==> src/rtl/muldiv_sequencer.sv <==
// Iterative RV32M multiply/divide unit: shift-add multiply and restoring divide, one bit per cycle.
// Optional MULDIV_EARLY_OUT_EN: zero-operand multiply, divide-by-zero and DIV overflow finish on the accept edge.
module muldiv_sequencer #(
    parameter int unsigned XLEN = 32
) (
    input  logic            clk,
    input  logic            rst,
    input  logic            start,
    input  logic            flush,
    input  logic [2:0]      funct3,
    input  logic [XLEN-1:0] regdataA,
    input  logic [XLEN-1:0] regdataB,
    input  logic [4:0]      regdest,
    output logic            busy,
    output logic            stall,
    output logic            done,
    output logic [XLEN-1:0] result,
    output logic [4:0]      regdestOut
);

    localparam int unsigned CW = $clog2(XLEN) + 1;
    localparam int unsigned W2 = 2 * XLEN;
    localparam logic [XLEN-1:0] MIN_NEG = {1'b1, {(XLEN-1){1'b0}}};

    typedef enum logic [1:0] {
        S_IDLE,
        S_CALC,
        S_FIX,
        S_DONE
    } state_t;

    state_t          state;
    logic [2:0]      op;
    logic [4:0]      rd;
    logic [XLEN-1:0] mag_a;
    logic [XLEN-1:0] mag_b;
    logic            neg_res;
    logic            neg_rem;
    logic            div_zero;
    logic [W2-1:0]   prod;
    logic [XLEN-1:0] rem;
    logic [CW-1:0]   count;

    // Operand decode at issue: signedness per funct3, magnitudes and sign flags
    logic            accept;
    logic            in_is_div;
    logic            in_a_signed;
    logic            in_b_signed;
    logic            in_sa;
    logic            in_sb;
    logic            in_div_zero;
    logic [XLEN-1:0] in_abs_a;
    logic [XLEN-1:0] in_abs_b;

    always_comb begin
        accept      = (state == S_IDLE || state == S_DONE) && start && !flush;
        in_is_div   = funct3[2];
        in_a_signed = in_is_div ? !funct3[0] : (funct3[1:0] != 2'b11);
        in_b_signed = in_is_div ? !funct3[0] : !funct3[1];
        in_sa       = in_a_signed && regdataA[XLEN-1];
        in_sb       = in_b_signed && regdataB[XLEN-1];
        in_abs_a    = in_sa ? XLEN'(-regdataA) : regdataA;
        in_abs_b    = in_sb ? XLEN'(-regdataB) : regdataB;
        in_div_zero = in_is_div && (regdataB == '0);
    end

    assign stall = accept | busy;

`ifdef MULDIV_EARLY_OUT_EN
    // Special cases whose result is known from the raw operands
    logic            early_hit;
    logic            early_ovf;
    logic [XLEN-1:0] early_val;

    always_comb begin
        early_ovf = in_is_div && !funct3[0] && (regdataA == MIN_NEG) && (regdataB == '1);
        early_hit = in_div_zero || early_ovf ||
                    (!in_is_div && ((regdataA == '0) || (regdataB == '0)));
        early_val = '0;
        if (in_div_zero) begin
            early_val = funct3[1] ? regdataA : '1;
        end else if (early_ovf) begin
            early_val = funct3[1] ? '0 : MIN_NEG;
        end
    end
`endif

    // One iteration: add-shift for multiply, restoring subtract for divide
    logic [XLEN:0]   mul_sum;
    logic [W2-1:0]   mul_next;
    logic [XLEN:0]   rem_sh;
    logic            rem_ge;
    logic [XLEN-1:0] rem_next;
    logic [XLEN-1:0] q_next;

    always_comb begin
        mul_sum  = {1'b0, prod[W2-1:XLEN]} + (prod[0] ? {1'b0, mag_a} : '0);
        mul_next = {mul_sum, prod[XLEN-1:1]};
        rem_sh   = {rem, prod[XLEN-1]};
        rem_ge   = rem_sh >= {1'b0, mag_b};
        rem_next = rem_ge ? XLEN'(rem_sh - {1'b0, mag_b}) : rem_sh[XLEN-1:0];
        q_next   = {prod[XLEN-2:0], rem_ge};
    end

    // Sign correction and result selection
    logic [W2-1:0]   prod_fix;
    logic [XLEN-1:0] quot_fix;
    logic [XLEN-1:0] rem_fix;
    logic [XLEN-1:0] fix_result;

    always_comb begin
        prod_fix = neg_res ? W2'(-prod) : prod;
        quot_fix = neg_res ? XLEN'(-prod[XLEN-1:0]) : prod[XLEN-1:0];
        rem_fix  = neg_rem ? XLEN'(-rem) : rem;
        case (op)
            3'd0:          fix_result = prod_fix[XLEN-1:0];
            3'd1, 3'd2,
            3'd3:          fix_result = prod_fix[W2-1:XLEN];
            3'd4, 3'd5:    fix_result = div_zero ? '1 : quot_fix;
            default:       fix_result = rem_fix;
        endcase
    end

    // Sequencer with registered outputs; flush overrides everything but reset
    always_ff @(posedge clk or posedge rst) begin
        if (rst) begin
            state      <= S_IDLE;
            busy       <= 1'b0;
            done       <= 1'b0;
            result     <= '0;
            regdestOut <= '0;
            count      <= '0;
            op         <= '0;
            rd         <= '0;
            mag_a      <= '0;
            mag_b      <= '0;
            neg_res    <= 1'b0;
            neg_rem    <= 1'b0;
            div_zero   <= 1'b0;
            prod       <= '0;
            rem        <= '0;
        end else begin
            done <= 1'b0;
            if (flush) begin
                state <= S_IDLE;
                busy  <= 1'b0;
            end else begin
                case (state)
                    S_IDLE, S_DONE: begin
                        if (start) begin
                            op       <= funct3;
                            rd       <= regdest;
                            mag_a    <= in_abs_a;
                            mag_b    <= in_abs_b;
                            neg_res  <= in_sa ^ in_sb;
                            neg_rem  <= in_sa;
                            div_zero <= in_div_zero;
                            count    <= '0;
                            rem      <= '0;
                            prod     <= in_is_div ? {XLEN'(0), in_abs_a} : {XLEN'(0), in_abs_b};
`ifdef MULDIV_EARLY_OUT_EN
                            if (early_hit) begin
                                result     <= early_val;
                                regdestOut <= regdest;
                                done       <= 1'b1;
                                state      <= S_DONE;
                            end else begin
                                state <= S_CALC;
                                busy  <= 1'b1;
                            end
`else
                            state <= S_CALC;
                            busy  <= 1'b1;
`endif
                        end else begin
                            state <= S_IDLE;
                        end
                    end
                    S_CALC: begin
                        if (op[2]) begin
                            rem  <= rem_next;
                            prod <= {prod[W2-1:XLEN], q_next};
                        end else begin
                            prod <= mul_next;
                        end
                        count <= count + CW'(1);
                        if (count == CW'(XLEN - 1)) begin
                            state <= S_FIX;
                        end
                    end
                    S_FIX: begin
                        result     <= fix_result;
                        regdestOut <= rd;
                        done       <= 1'b1;
                        busy       <= 1'b0;
                        state      <= S_DONE;
                    end
                    default: begin
                        state <= S_IDLE;
                        busy  <= 1'b0;
                    end
                endcase
            end
        end
    end

endmodule

==> config.mk <==
export PLATFORM = sky130hd
export DESIGN_NAME = muldiv_sequencer
export DESIGN_NICKNAME = d
export VERILOG_FILES = /design/src/rtl/muldiv_sequencer.sv
export SDC_FILE = /design/constraint.sdc
export NUM_CORES = 1
export LEC_CHECK = 0
export CORE_ASPECT_RATIO = 1.1
export CORE_MARGIN = 10
export CORE_UTILIZATION = 50
export CTS_BUF_LIST = sky130_fd_sc_hd__clkbuf_8
export DETAILED_ROUTE_END_ITERATION = 12
export HOLD_SLACK_MARGIN = 0.12
export PLACE_DENSITY_LB_ADDON = 0.08
export SYNTH_ARGS = -nofsm -noshare
export SYNTH_HDL_FRONTEND = slang
export SYNTH_SLANG_ARGS = --single-unit
==> constraint.sdc <==
create_clock -name clk -period 15.3 [get_ports clk]
set_input_delay 2.295 -clock clk [delete_from_list [all_inputs] [get_ports clk]]
set_output_delay 2.295 -clock clk [all_outputs]
set_load 0.03 [all_outputs]
==> results.cfg, run 1 <==
[outcome]
outcome = finished clean

[synth]
postSynthCellCount = 2007
ys_async_sr_fraction = 1.00
syn_nets = 2156
ys.flop_type = dfrtp_1
synth_top_area_cell = dfrtp_1
yosys.area_share.adder = 0.0562
synth.top_cells.by_area = dfrtp_1 (33%), o21ai_0 (6.9%), nand2_1 (6.0%)
yosys.area_share.simple = 0.186
netlist.area_leader.share = 0.330
muxShareOfSynthArea = 0.0495
synth_seq_cells = 218
yosys.area_share.xor_xnor = 0.103
yosysUniqueCellTypes = 79
synth_edf_count = 0
ys_warn_count = 0
synth_top_family_by_area = compound AO/OA/AOI/OAI gates
seq_area_frac_synth = 0.330
synth-compound-area-share = 0.234
syn-cell-area_sq_um = 16500
synth_area_per_cell_sq_um = 8.23

[grt]
top_usage_layer = met2
grt_usage = 0.251
grt_pass1_vias = 14500
overflow = 0
grt_pass1_wl_um = 82600
met2_usage = 0.392
grt_max_degree = 103
antenna_found_initial = 0
met1_usage = 0.345
met3_usage = 0.0375

[cells_and_area]
fillCellCount = 3118
fin_cells = 2523
drive_above_1_share = 0.0744
area_growth_syn_to_layout_pct = 13.1
final_common_cell = nand2_1
fin_util = 0.576
final_cell_mix = nand2_1 (263), o21ai_0 (227), dfrtp_1 (217)
nets = 2218
antennaDiodeCount = 0
fin_area_sq_um = 18700

[pwr]
p_leak_nw = 8.14
powerDensity_nw_per_um2 = 166
irDropWorstVdd_mv = 0.127

[clock_tree]
cts-root-buf = clkbuf_8
post_cts_buffers = 0
clk_pin_slew_worst_paths_ns = 0.05
ctsLongestPathBuffers = 3
postCtsHoldBufs = 0
cts_tree = built
cts_buffers = 40
numClockSinks = 218
cts_resized = 0
clock_latency_ns = 0.58
htreeDepth = 2

[placed_design]
portBuffers = 115
hpwl_um = 40300
dp_slack_ns = 8.83
placed_cells = 2453
placed_cell_area_sq_um = 17900
place.gp.congestion = 0.932

[sta]
hold_violations = 0
post-route-period-util = 0.423
setup_viol = 0
final_max_slew_viol_count = 0
fin_setup_tns_ns = 0
fmax_mhz = 155
post-route-min-period_ns = 6.47
timing.final.ws_setup_ns = 8.83
slew_headroom = 0.328
fin_skew_ns = 0.0209
rsz0062_at_grt = false
worst_pin_slew_ns = 1.01

[routing]
drt_iter0_drc = 1387
drc = 0
viasPerCell = 6.02
num_vias = 15200
drtPass1Iterations = 5
drt_wl_total_um = 53300
wl_per_cell_um = 21.1
antenna_left = 0

[min_path]
hp-class = reg -> reg

[critical_path]
arrival_ns = 4.18
path_class = in -> out
crit_required_ns = 13.01
crit_fanout = 64
start_kind = primary input
critPathCaptureType = output port

[floorplan]
die_area_sq_um = 40700
start_util = 0.509
rows = 69
ios = 116
fp.dieW_um = 193
core_sq_um = 32500
dieHeight_um = 211

[job]
cap_viol_max_count = 0
==> routing by layer <==
layer  share of wire  vias to the layer above
li1                -                     7308
met1            0.46                     7288
met2            0.44                      500
met3           0.061                       88
met4           0.036                        0
met5               0                        -
==> power by group <==
part	leakage, nW	switching [mW]	internal (mW)
clock network	0.454	0.260	0.285
registers	2.77	0.226	0.774
logic	4.92	0.950	0.610
==> metrics by stage <==
| step | hold slack [ns] | total power, mW |
|---|---|---|
| 2_1_floorplan | 0.433 | 2.04 |
| 3_3_place_gp | 0.437 | 2.50 |
| 3_5_place_dp | 0.458 | 2.54 |
| 4_1_cts | 0.471 | 3.09 |
| 5_1_grt | 0.500 | 3.31 |
| 6_report | 0.466 | 3.11 |
==> cell usage after synthesis, drive strengths merged (8+ instances only) <==
cell type and n:
and2 39, nand2 264, o41ai 20, ha 71, nor3 29, o211ai 8
nor4 16, xor2 99, nand4 14, inv 61, a21oi 153, mux2i 40
nor2b 11, or4 18, or2 12, nand2b 20, o21a 13, a221oi 11
dfrtp 218, a31oi 11, nor2 160, nand3 26, o21ai 231, a211oi 19
or3 19, o31ai 47, clkbuf 95, mux2 37, o221ai 10, a21o 29
xnor2 96, buf 18
==> area by class of cell <==
cell class,count,area [sq um],share of cell area
clock buffer,48,661,0.0353
inverter,61,236,0.0127
sequential,218,5460,0.292
timing repair buffer,133,1280,0.0686
clock inverter,22,103,0.00549
multi-input combinational,1615,10400,0.558
tap,426,533,0.0285
==> sequential cells by signal (all words and copies together), names as in the netlist <==
register    flops
prod           64
neg_rem         1
mag_b          32
result         32
regdestOut      5
rem            32
mag_a          32
div_zero        1
busy            1
neg_res         1
rd              5
done            1
count           6
state           2
op              3
==> path summary, 6_finish.rpt <==
path | from | end | slack, ns | cells after the start
worst max register to register | prod[0] | prod[60] | 11.18 | 11
min in group asynchronous | rst | rd[0] | 2.22 | 2
worst min-delay path | rd[1] | regdestOut[1] | 0.47 | 2
max in group asynchronous | rst | neg_res | 10.98 | 4
worst max-delay path | start | stall | 8.83 | 5
worst min register to register | rd[1] | regdestOut[1] | 0.47 | 2
==> worst max-delay path, cell delays in order <==
cell	delay, ns
clkdlybuf4s50_1	0.49
nand2_1	0.10
or2_4	0.44
nand2b_1	0.15
clkdlybuf4s50_1	0.69
==> cells by family after synthesis <==
kind of cell    after synthesis
fa+ha+maj                    73
mux                          77
flops                       218
simple gates                652
xor+xnor                    195
buf+inv                     174
compound gates              618
No activity file was read; power rests on OpenSTA's default activity.
==> inputs of run 2 (changes only) <==
==> constraint.sdc (replaced) <==
create_clock -name clk -period 5.6 [get_ports clk]
set_input_delay 0.84 -clock clk [delete_from_list [all_inputs] [get_ports clk]]
set_output_delay 0.84 -clock clk [all_outputs]
set_load 0.03 [all_outputs]
==> run 2 against run 1 <==
  * Via count grew 0.61%
  * Clock-buffer cell count grew 5
  * Sequential share of layout area shrank 0.22 points
  * Highest routed layer unchanged
==> results.cfg, run 2 (synthesized netlist as in run 1, its figures left out) <==
[floorplan]
ios = 116
die_area_sq_um = 40700
start_util = 0.509
fp.dieW_um = 193
dieHeight_um = 211
rows = 69
core_sq_um = 32500

[clock_tree]
post_cts_buffers = 0
postCtsHoldBufs = 0
cts_resized = 0
cts_tree = built
ctsLongestPathBuffers = 3
clk_pin_slew_worst_paths_ns = 0.06
numClockSinks = 218
htreeDepth = 2
cts-root-buf = clkbuf_8
cts_buffers = 42
clock_latency_ns = 0.60

[placed_design]
portBuffers = 115
place.gp.congestion = 0.959
dp_slack_ns = 1.60
hpwl_um = 41300

[min_path]
hp-class = reg -> reg

[sta]
setup_viol = 0
fin_skew_ns = 0.0279
hold_violations = 0
final_max_slew_viol_count = 0
timing.final.ws_setup_ns = 1.79
fmax_mhz = 262
post-route-period-util = 0.681
rsz0062_at_grt = false
worst_pin_slew_ns = 0.899
post-route-min-period_ns = 3.81
fin_setup_tns_ns = 0
fin_hold_ws_ns = 0.455
slew_headroom = 0.401

[cells_and_area]
antennaDiodeCount = 0
fillCellCount = 3075
final_common_cell = nand2_1
final_cell_mix = nand2_1 (263), o21ai_0 (227), dfrtp_1 (217)
top_register = prod
largest_reg_flops = 64
drive_above_1_share = 0.0808
area_growth_syn_to_layout_pct = 14.0
fin_util = 0.580
nets = 2223

[critical_path]
start_kind = register
crit_buf_inv = 1
path_class = reg -> reg
path_delay_family = simple AND/OR/NAND/NOR gates
arrival_ns = 4.27
crit_required_ns = 6.05
crit_fanout = 27
critPathCaptureType = register
r2r_slack_ns = 1.79
slowest_stage = dfrtp_1
cp_slowest_stage_delay_ns = 0.67
cp_cell_sequence = inv_1 -> ha_1 -> nor4b_1 -> nand3_1 -> nor3_1 -> nand2_1 -> or2_1 -> nor4_1 -> mux2_2 -> a221oi_2 -> nor2_1

[outcome]
outcome = finished clean

[routing]
drt_iter0_drc = 1419
drtPass1Iterations = 6
antenna_left = 0
drc = 0
viasPerCell = 6.04
drt_wl_total_um = 54100
num_vias = 15300
wl_per_cell_um = 21.4

[grt]
met3_usage = 0.0410
top_usage_layer = met2
overflow = 0
grt_usage = 0.258
antenna_found_initial = 1
grt_pass1_wl_um = 85100
met2_usage = 0.400
grt_pass1_vias = 14500
grt_max_degree = 148
met1_usage = 0.360

[pwr]
irDropWorstVdd_mv = 0.306
powerDensity_nw_per_um2 = 462
p_leak_nw = 8.19
p_total_mw = 8.70

[job]
cap_viol_max_count = 0
## run 2: changes by cell type in the layout (fill, tap and decap cells not counted)
cell,change
clkinvlp_4,+1
clkinv_2,+5
inv_8,-1
inv_1,-6
bufinv_16,+1
inv_6,-1
buf_4,+2
buf_12,+1
clkbuf_8,+5
clkinv_8,+1
## run 2: metal layers
metal	up-vias	routed length, um	share of wire
met1	7323	24800	0.46
met2	557	24000	0.44
met5	-	0	0
met4	0	1600	0.030
met3	85	3680	0.068
li1	7312	-	-
## run 2: power by group
group / internal, mW / total (mW) / switching [mW]
logic: 1.68 / 4.32 / 2.64
registers: 2.12 / 2.72 / 0.602
clock network: 0.906 / 1.66 / 0.755
## run 2: cell type report
class | count | area (sq um) | share of cell area
multi-input combinational | 1615 | 10400 | 0.553
sequential | 218 | 5460 | 0.290
timing repair buffer | 136 | 1320 | 0.0699
clock buffer | 53 | 729 | 0.0387
tap | 426 | 533 | 0.0283
inverter | 61 | 233 | 0.0124
clock inverter | 22 | 143 | 0.00757
## run 2: through the flow
stage                     area (sq um)  std cells
after floorplan                  16500       2007
after global routing             18800       2531
after global placement           18000       2456
final                            18800       2531
after detailed placement         18000       2456
after CTS                        18800       2531
## run 2: worst paths after layout
kind                       startpoint            end  depth (start not counted)
max                           prod[0]     result[22]                         11
min                             rd[4]  regdestOut[4]                          2
max reg2reg                   prod[0]     result[22]                         11
min reg2reg                     rd[4]  regdestOut[4]                          2
max in group asynchronous         rst       prod[12]                          3
min in group asynchronous         rst        rem[19]                          2
## run 2: worst register-to-register path, cell delays in order (launching register included)
cell,delay [ns]
dfrtp_1,0.67
inv_1,0.18
ha_1,0.20
nor4b_1,0.40
nand3_1,0.36
nor3_1,0.38
nand2_1,0.16
or2_1,0.31
nor4_1,0.25
mux2_2,0.39
a221oi_2,0.31
nor2_1,0.06
==> inputs of run 3 (changes only) <==
==> constraint.sdc (replaced) <==
create_clock -name clk -period 3.35 [get_ports clk]
set_input_delay 0.5025 -clock clk [delete_from_list [all_inputs] [get_ports clk]]
set_output_delay 0.5025 -clock clk [all_outputs]
set_load 0.03 [all_outputs]
==> run 3 against run 2 <==
  * Global-route usage increased by 1.2 points
  * Sequential power increased by 67%
  * Critical path depth unchanged
  * Largest power group unchanged
==> results.cfg, run 3 (synthesized netlist as in run 1, its figures left out) <==
[critical_path]
start_kind = register
arrival_ns = 3.70
crit_fanout = 8
critPathCaptureType = register
crit_required_ns = 3.81
path_class = reg -> reg

[grt]
top_usage_layer = met2
overflow = 0
grt_pass1_wl_um = 88000
met3_usage = 0.0367
grt_usage = 0.270
antenna_found_initial = 0
met2_usage = 0.425
grt_pass1_vias = 15200
grt_max_degree = 73
met1_usage = 0.372

[cells_and_area]
largest_reg_flops = 64
fin_util = 0.622
area_growth_syn_to_layout_pct = 22.2
nets = 2379
antennaDiodeCount = 0
fillCellCount = 2917
final_common_cell = nand2_1
fin_cells = 2688
top_register = prod
drive_above_1_share = 0.150
final_cell_mix = nand2_1 (263), o21ai_0 (225), dfrtp_1 (216)
fin_area_sq_um = 20200

[sta]
worst_pin_slew_ns = 0.824
post-route-min-period_ns = 3.24
fin_hold_ws_ns = 0.375
final_max_slew_viol_count = 0
post-route-period-util = 0.967
hold_violations = 0
fmax_mhz = 309
slew_headroom = 0.451
fin_skew_ns = 0.0342
setup_viol = 0

[placed_design]
hpwl_um = 44900
place.gp.congestion = 0.988
placed_cell_area_sq_um = 19200
placed_cells = 2610
portBuffers = 115

[floorplan]
core_sq_um = 32500
start_util = 0.509
die_area_sq_um = 40700
fp.dieW_um = 193
dieHeight_um = 211
ios = 116
rows = 69

[outcome]
outcome = finished clean

[routing]
drt_iter0_drc = 1318
drc = 0
viasPerCell = 5.92
num_vias = 15900
wl_per_cell_um = 21.1
drtPass1Iterations = 8
antenna_left = 0
drt_wl_total_um = 56800

[clock_tree]
cts_buffers = 43
cts_tree = built
htreeDepth = 2
clock_latency_ns = 0.61
postCtsHoldBufs = 0
ctsLongestPathBuffers = 3
clk_pin_slew_worst_paths_ns = 0.06
cts-root-buf = clkbuf_8
numClockSinks = 218

[pwr]
irDropWorstVdd_mv = 0.511
p_leak_nw = 9.02
p_total_mw = 15.4
powerDensity_nw_per_um2 = 761

[job]
cap_viol_max_count = 0

[min_path]
hp-class = in -> async
run 3: cell count changes in the layout (fill, tap and decap cells not counted), sizes merged:
cell / previous run / this run
clkinv: 10 / 7
clkinvlp: 1 / 2
buf: 22 / 177
inv: 71 / 67
bufinv: 1 / 2
clkbuf: 53 / 60
run 3: report_power, final:
part | leakage (nW) | switching (mW) | internal (mW) | total (mW)
registers | 2.77 | 1.01 | 3.54 | 4.55
logic | 5.73 | 4.65 | 3.17 | 7.82
clock network | 0.524 | 1.26 | 1.75 | 3.00
total | 9.02 | 6.92 | 8.45 | 15.4
run 3: area by class of cell:
type | count | area (sq um) | area share
multi-input combinational | 1615 | 10500 | 0.518
tap | 426 | 533 | 0.0264
sequential | 218 | 5460 | 0.270
clock inverter | 17 | 134 | 0.00663
clock buffer | 60 | 826 | 0.0409
inverter | 61 | 233 | 0.0115
timing repair buffer | 291 | 2540 | 0.126
run 3: final timing paths:
check	end	cells past startpoint	slack, ns	from
setup / recovery	prod[60]	11	0.11	prod[0]
hold / removal	rem[21]	2	0.38	rst
setup reg to reg	prod[60]	11	0.11	prod[0]
hold reg to reg	regdestOut[0]	2	0.47	rd[0]
max in group asynchronous	neg_res	3	2.14	rst
min in group clk	div_zero	4	0.46	funct3[2]
run 3: routing by layer:
metal | part of all wire | vias up
met4 | 0.034 | 0
met1 | 0.46 | 7593
met5 | 0 | -
li1 | - | 7650
met2 | 0.45 | 571
met3 | 0.059 | 90
run 3: critical path: stages, from the launching register on:
cell      delay (ns)
dfrtp_2         0.47
buf_4           0.19
and2_1          0.16
ha_1            0.29
a21oi_1         0.14
o21ai_0         0.09
a221o_1         0.36
o211ai_1        0.38
a21oi_2         0.12
a221o_1         0.37
nand4_1         0.09
or3b_2          0.44
run 3: timing repair:
item	4_1_cts	5_1_grt
endpoints found under the setup margin	1	43
resized for setup	2	14
pin swaps	0	5
setup buffers	0	1
run 3: stage by stage:
stage | worst slack (ns) | setup TNS [ns]
after floorplan | 0.00739 | 0
after detailed placement | -0.305 | -0.614
final | 0.109 | 0
after global placement | -0.319 | -0.436
after CTS | 0.000481 | 0
after global routing | -0.00654 | -0.00654
